`src/rtl/rng_cfg_arb.sv`:
```
// Round-robin arbiter that forwards one channel's rng cfg word at a time and
// locks onto a channel until the rng accepts it (ready arrives at end of range).
module rng_cfg_arb #(
  parameter int NUM   = 2,
  parameter int W_CFG = 48,
  parameter int W_SEL = (NUM > 1) ? $clog2(NUM) : 1
) (
  input  logic                 clk,
  input  logic                 rst,
  input  logic [NUM*W_CFG-1:0] din_data,
  input  logic [NUM-1:0]       din_valid,
  output logic [NUM-1:0]       din_ready,
  output logic [W_CFG-1:0]     dout_data,
  output logic                 dout_valid,
  input  logic                 dout_ready,
  output logic [W_SEL-1:0]     dout_sel
);

  typedef enum logic {IDLE, LOCK} state_t;

  state_t           state, state_nxt;
  logic [W_SEL-1:0] ptr, ptr_nxt;
  logic [W_SEL-1:0] gnt_q, gnt_nxt;
  logic [W_SEL-1:0] g, rr_g, cand;
  logic             found, vld, hs;

  // Rotating priority search starting at ptr; only indices < NUM are visited.
  always_comb begin
    rr_g  = ptr;
    cand  = '0;
    found = 1'b0;
    for (int unsigned k = 0; k < NUM; k++) begin
      cand = W_SEL'((32'(ptr) + k) % NUM);
      if (!found && din_valid[cand]) begin
        found = 1'b1;
        rr_g  = cand;
      end
    end
  end

  always_comb begin
    if (state == LOCK) begin
      g   = gnt_q;
      vld = din_valid[gnt_q];
    end else begin
      g   = rr_g;
      vld = |din_valid;
    end
    vld = vld & ~rst;
    hs  = vld & dout_ready;
  end

  assign dout_valid = vld;
  assign dout_sel   = g;
  assign dout_data  = din_data[32'(g) * W_CFG +: W_CFG];

  always_comb begin
    din_ready = '0;
    for (int unsigned i = 0; i < NUM; i++) begin
      din_ready[i] = hs & (g == W_SEL'(i));
    end
  end

  always_comb begin
    state_nxt = state;
    ptr_nxt   = ptr;
    gnt_nxt   = gnt_q;
    if (hs) begin
      state_nxt = IDLE;
      ptr_nxt   = (g == W_SEL'(NUM - 1)) ? '0 : g + 1'b1;
    end else if (state == IDLE && vld) begin
      state_nxt = LOCK;
      gnt_nxt   = g;
    end
  end

  always_ff @(posedge clk or posedge rst) begin
    if (rst) begin
      state <= IDLE;
      ptr   <= '0;
      gnt_q <= '0;
    end else begin
      state <= state_nxt;
      ptr   <= ptr_nxt;
      gnt_q <= gnt_nxt;
    end
  end

endmodule
```
`config.mk`:
```
export PLATFORM = sky130hd
export DESIGN_NAME = rng_cfg_arb
export DESIGN_NICKNAME = d
export VERILOG_FILES = /design/src/rtl/rng_cfg_arb.sv
export SDC_FILE = /design/constraint.sdc
export NUM_CORES = 1
export LEC_CHECK = 0
export CAP_MARGIN = 20
export CORE_ASPECT_RATIO = 1.4
export CORE_MARGIN = 1.5
export CORE_UTILIZATION = 23
export CTS_BUF_LIST = sky130_fd_sc_hd__clkbuf_16
export DETAILED_ROUTE_END_ITERATION = 12
export PLACE_DENSITY = 0.81
export SYNTH_ARGS = -nofsm -noshare
export SYNTH_HDL_FRONTEND = slang
export SYNTH_SLANG_ARGS = --single-unit
```
`constraint.sdc`:
```
create_clock -name clk -period 1.7 [get_ports clk]
set_input_delay 0.17 -clock clk [delete_from_list [all_inputs] [get_ports clk]]
set_output_delay 0.17 -clock clk [all_outputs]
set_load 0.05 [all_outputs]
```
==> results_dict.tcl <==
set metrics [dict create \
    cts_tree "done" \
    postSynth.asyncResetShare_pct 100 \
    synth_top_area_cell "mux2_4" \
    drtIter0Drc 32 \
    numCtsBuffers 3 \
    grt_start_max_net_pins 13 \
    fillCellCount 269 \
    syn-cell-area_um2 998 \
    cts_hold_buffers 0 \
    gr-total-overflow 0 \
    hold_violations 0 \
    fin_skew_ps 0.860 \
    grt_pass1_wl_mm 7.31 \
    clk_latency_ps 220 \
    post-route-period-util_pct 113 \
    holdWs_ps 255 \
    critPathKind "reg -> out" \
    port_buffers 152 \
    core-area_um2 4200 \
    critPathMaxStageDelay_ps 380 \
    synth_area_per_cell_um2 13.1 \
    maxCapViolations 0 \
    synth_cells 76 \
    gp_congestion 0.884 \
    period_minus_slack_ps 1930 \
    detail-route-antenna-nets 0 \
    place_area_um2 2690 \
    seqPwrFrac_pct 2.3 \
    outcome "finished, violations left" \
    htreeDepth 1 \
    tightestPinTransition_ps 369 \
    ys_top_cells_by_area "mux2_4, buf_12, dfrtp_1" \
    critPathTopFamily "buffers and inverters" \
    slowest_stage "dfrtp_1" \
    drv_slew 0 \
    slew_headroom_pct 75.2 \
    worstSetupEndpointType "output pin" \
    firstDrtPassIters 4 \
    grt_pass1_vias 1378 \
    die_x_um 58.7 \
    fin_area_um2 3110 \
    ir_drop_mv 1.08 \
    detailed_place_hpwl_mm 4.10 \
    holdCritPathClass "in -> async" \
    netlist.area_leader.share_pct 69.2 \
    power_frac_clock_pct 6.8 \
    switching_share_pct 46.4 \
    p_switching_uw 2510 \
    path_clk_slew_ps 30 \
    drt-wirelength-per-cell_um 19.1 \
    p_leak_uw 0.00144 \
    die_area_um2 4750 \
    ys_ff_latch 3 \
    wirelength_mm 5.54 \
    vias 1293 \
    rsz0062_at_grt "yes" \
    tns_ps -10290 \
    track_usage_pct 20.9 \
    antenna_found_initial 0 \
    critPathArrivalTime_ps 1760 \
    synth_nets 177 \
    dpl.cell_count 274 \
    yosysSeqAreaShare_pct 7.52 \
    stdcell_count 290 \
    path_buf_inv 3 \
    path_cells "o31a_4, buf_12, clkbuf_16, mux2_4, buf_6" \
    num_rows 28 \
    setup_viol 51 \
    synth_warnings 0 \
    synth-edff-count 0 \
    synth_common_cells "mux2_4, nor2_1, buf_12" \
    drc 0 \
    yosys_most_used_dff "dfrtp_1" \
    combinationalPowerShare_pct 90.9 \
    clock.fmax_mhz 518 \
    critPathMaxFanout 6 \
    cts_sinks 3 \
    yosysMostFrequentCell "mux2_4" \
    p_per_area_nw_per_um2 1740 \
    ys_types 14 \
    drive_above_1_share_pct 53.1 \
    worstPathRequired_ps 1530 \
    cp-start-kind "flip-flop" \
    viasPerCell 4.46 \
    die_h_um 81.0 \
    clk_path_buf_depth 2 \
    initial_core_util_pct 23.8 \
    antenna_cells 0 \
    layout_setup_ws_ps -229 \
    root_buffer "clkbuf_16" \
    io_pins 153 \
    fin_nets 347 \
    p_int_uw 2900 \
    area_growth_pct 211 \
    failed_checks "setup timing" \
]
[flip-flops by register name, indices dropped and copies added (netlist names)]
| name | cells |
|---|---|
| gnt_q | 1 |
| state | 1 |
| ptr | 1 |
[cells by family (layout without fill, tap and decap cells)]
| kind of cell | after synthesis | count (layout) | share of synthesized area [%] |
|---|---|---|---|
| AOI/OAI and AO/OA | 5 | 5 | 3.88 |
| buffers and inverters | 9 | 178 | 11.4 |
| DFF | 3 | 3 | 7.52 |
| muxes | 50 | 50 | 73.6 |
| and+or+nand+nor | 9 | 9 | 3.63 |
[final timing paths]
kind | cells past startpoint | slack [ps] | end | from
max | 5 | -230 | dout_data[31] | state$_DFFE_PP0P_
min | 2 | 250 | gnt_q$_DFFE_PP0P_ | rst
max reg2reg | 6 | 90 | ptr$_DFFE_PP0P_ | state$_DFFE_PP0P_
min reg2reg | 1 | 520 | ptr$_DFFE_PP0P_ | ptr$_DFFE_PP0P_
max in group asynchronous | 2 | 1310 | state$_DFFE_PP0P_ | rst
min in group clk | 1 | 520 | ptr$_DFFE_PP0P_ | ptr$_DFFE_PP0P_
[cell usage in the layout, fill, tap and decap left out, types with 2 or more instances in the layout]
master | Yosys | routed
nand2_2 | 0 | 2
mux2_2 | 3 | 3
nor2_4 | 0 | 2
clkdlybuf4s50_1 | 0 | 98
buf_6 | 2 | 29
inv_1 | 3 | 3
buf_4 | 0 | 10
dfrtp_1 | 3 | 3
a21oi_1 | 2 | 2
mux2_4 | 46 | 46
buf_16 | 0 | 3
buf_12 | 4 | 22
clkbuf_16 | 0 | 4
buf_8 | 0 | 6
nor2_1 | 6 | 4
dlygate4sd2_1 | 0 | 2
[routing by layer]
metal / share of wire, % / GRT usage (%) / wire length, um
met1: 31 / 18.7 / 1690
met2: 58 / 42.7 / 3190
met4: 1.8 / 6.82 / 102
met5: 0 / 0 / 0
met3: 10 / 6.21 / 552
[what timing repair did]
| item | in CTS | in global routing |
|---|---|---|
| endpoints found under the hold margin | 0 | 0 |
| setup endpoints to repair | 51 | 51 |
| gates resized for setup | 47 | 4 |
| setup buffers | 5 | 3 |
| cloned | 4 | 1 |
| pin swaps | 0 | 2 |
[power by group through the flow]
stage | sequential (uW) | clock, uW | combinational [uW]
3_5_place_dp | 124 | 0 | 4090
5_1_grt | 131 | 384 | 5030
4_1_cts | 126 | 371 | 4840
2_1_floorplan | 122 | 0 | 2870
3_3_place_gp | 124 | 0 | 4060
6_report | 125 | 366 | 4920
[stage by stage]
| step | setup WS, ps | util [%] | power (uW) |
|---|---|---|---|
| after floorplan | -90.1 | - | 2990 |
| after global placement | -293 | 63.9 | 4180 |
| after detailed placement | -305 | 63.9 | 4220 |
| after CTS | -234 | 73.1 | 5330 |
| after global routing | -255 | 73.9 | 5550 |
| final | -229 | 73.9 | 5410 |
[cell type report]
class | instances | area [um2] | area share (%)
clock buffers | 3 | 75.1 | 2.42
clock inverters | 1 | 3.75 | 0.121
inverters | 3 | 13.8 | 0.443
multi-input cells | 64 | 846 | 27.2
flip-flops and latches | 3 | 75.1 | 2.42
well taps | 45 | 56.3 | 1.81
repair buffers | 171 | 2040 | 65.6
Note: power is estimated with default switching activity, not from simulation.
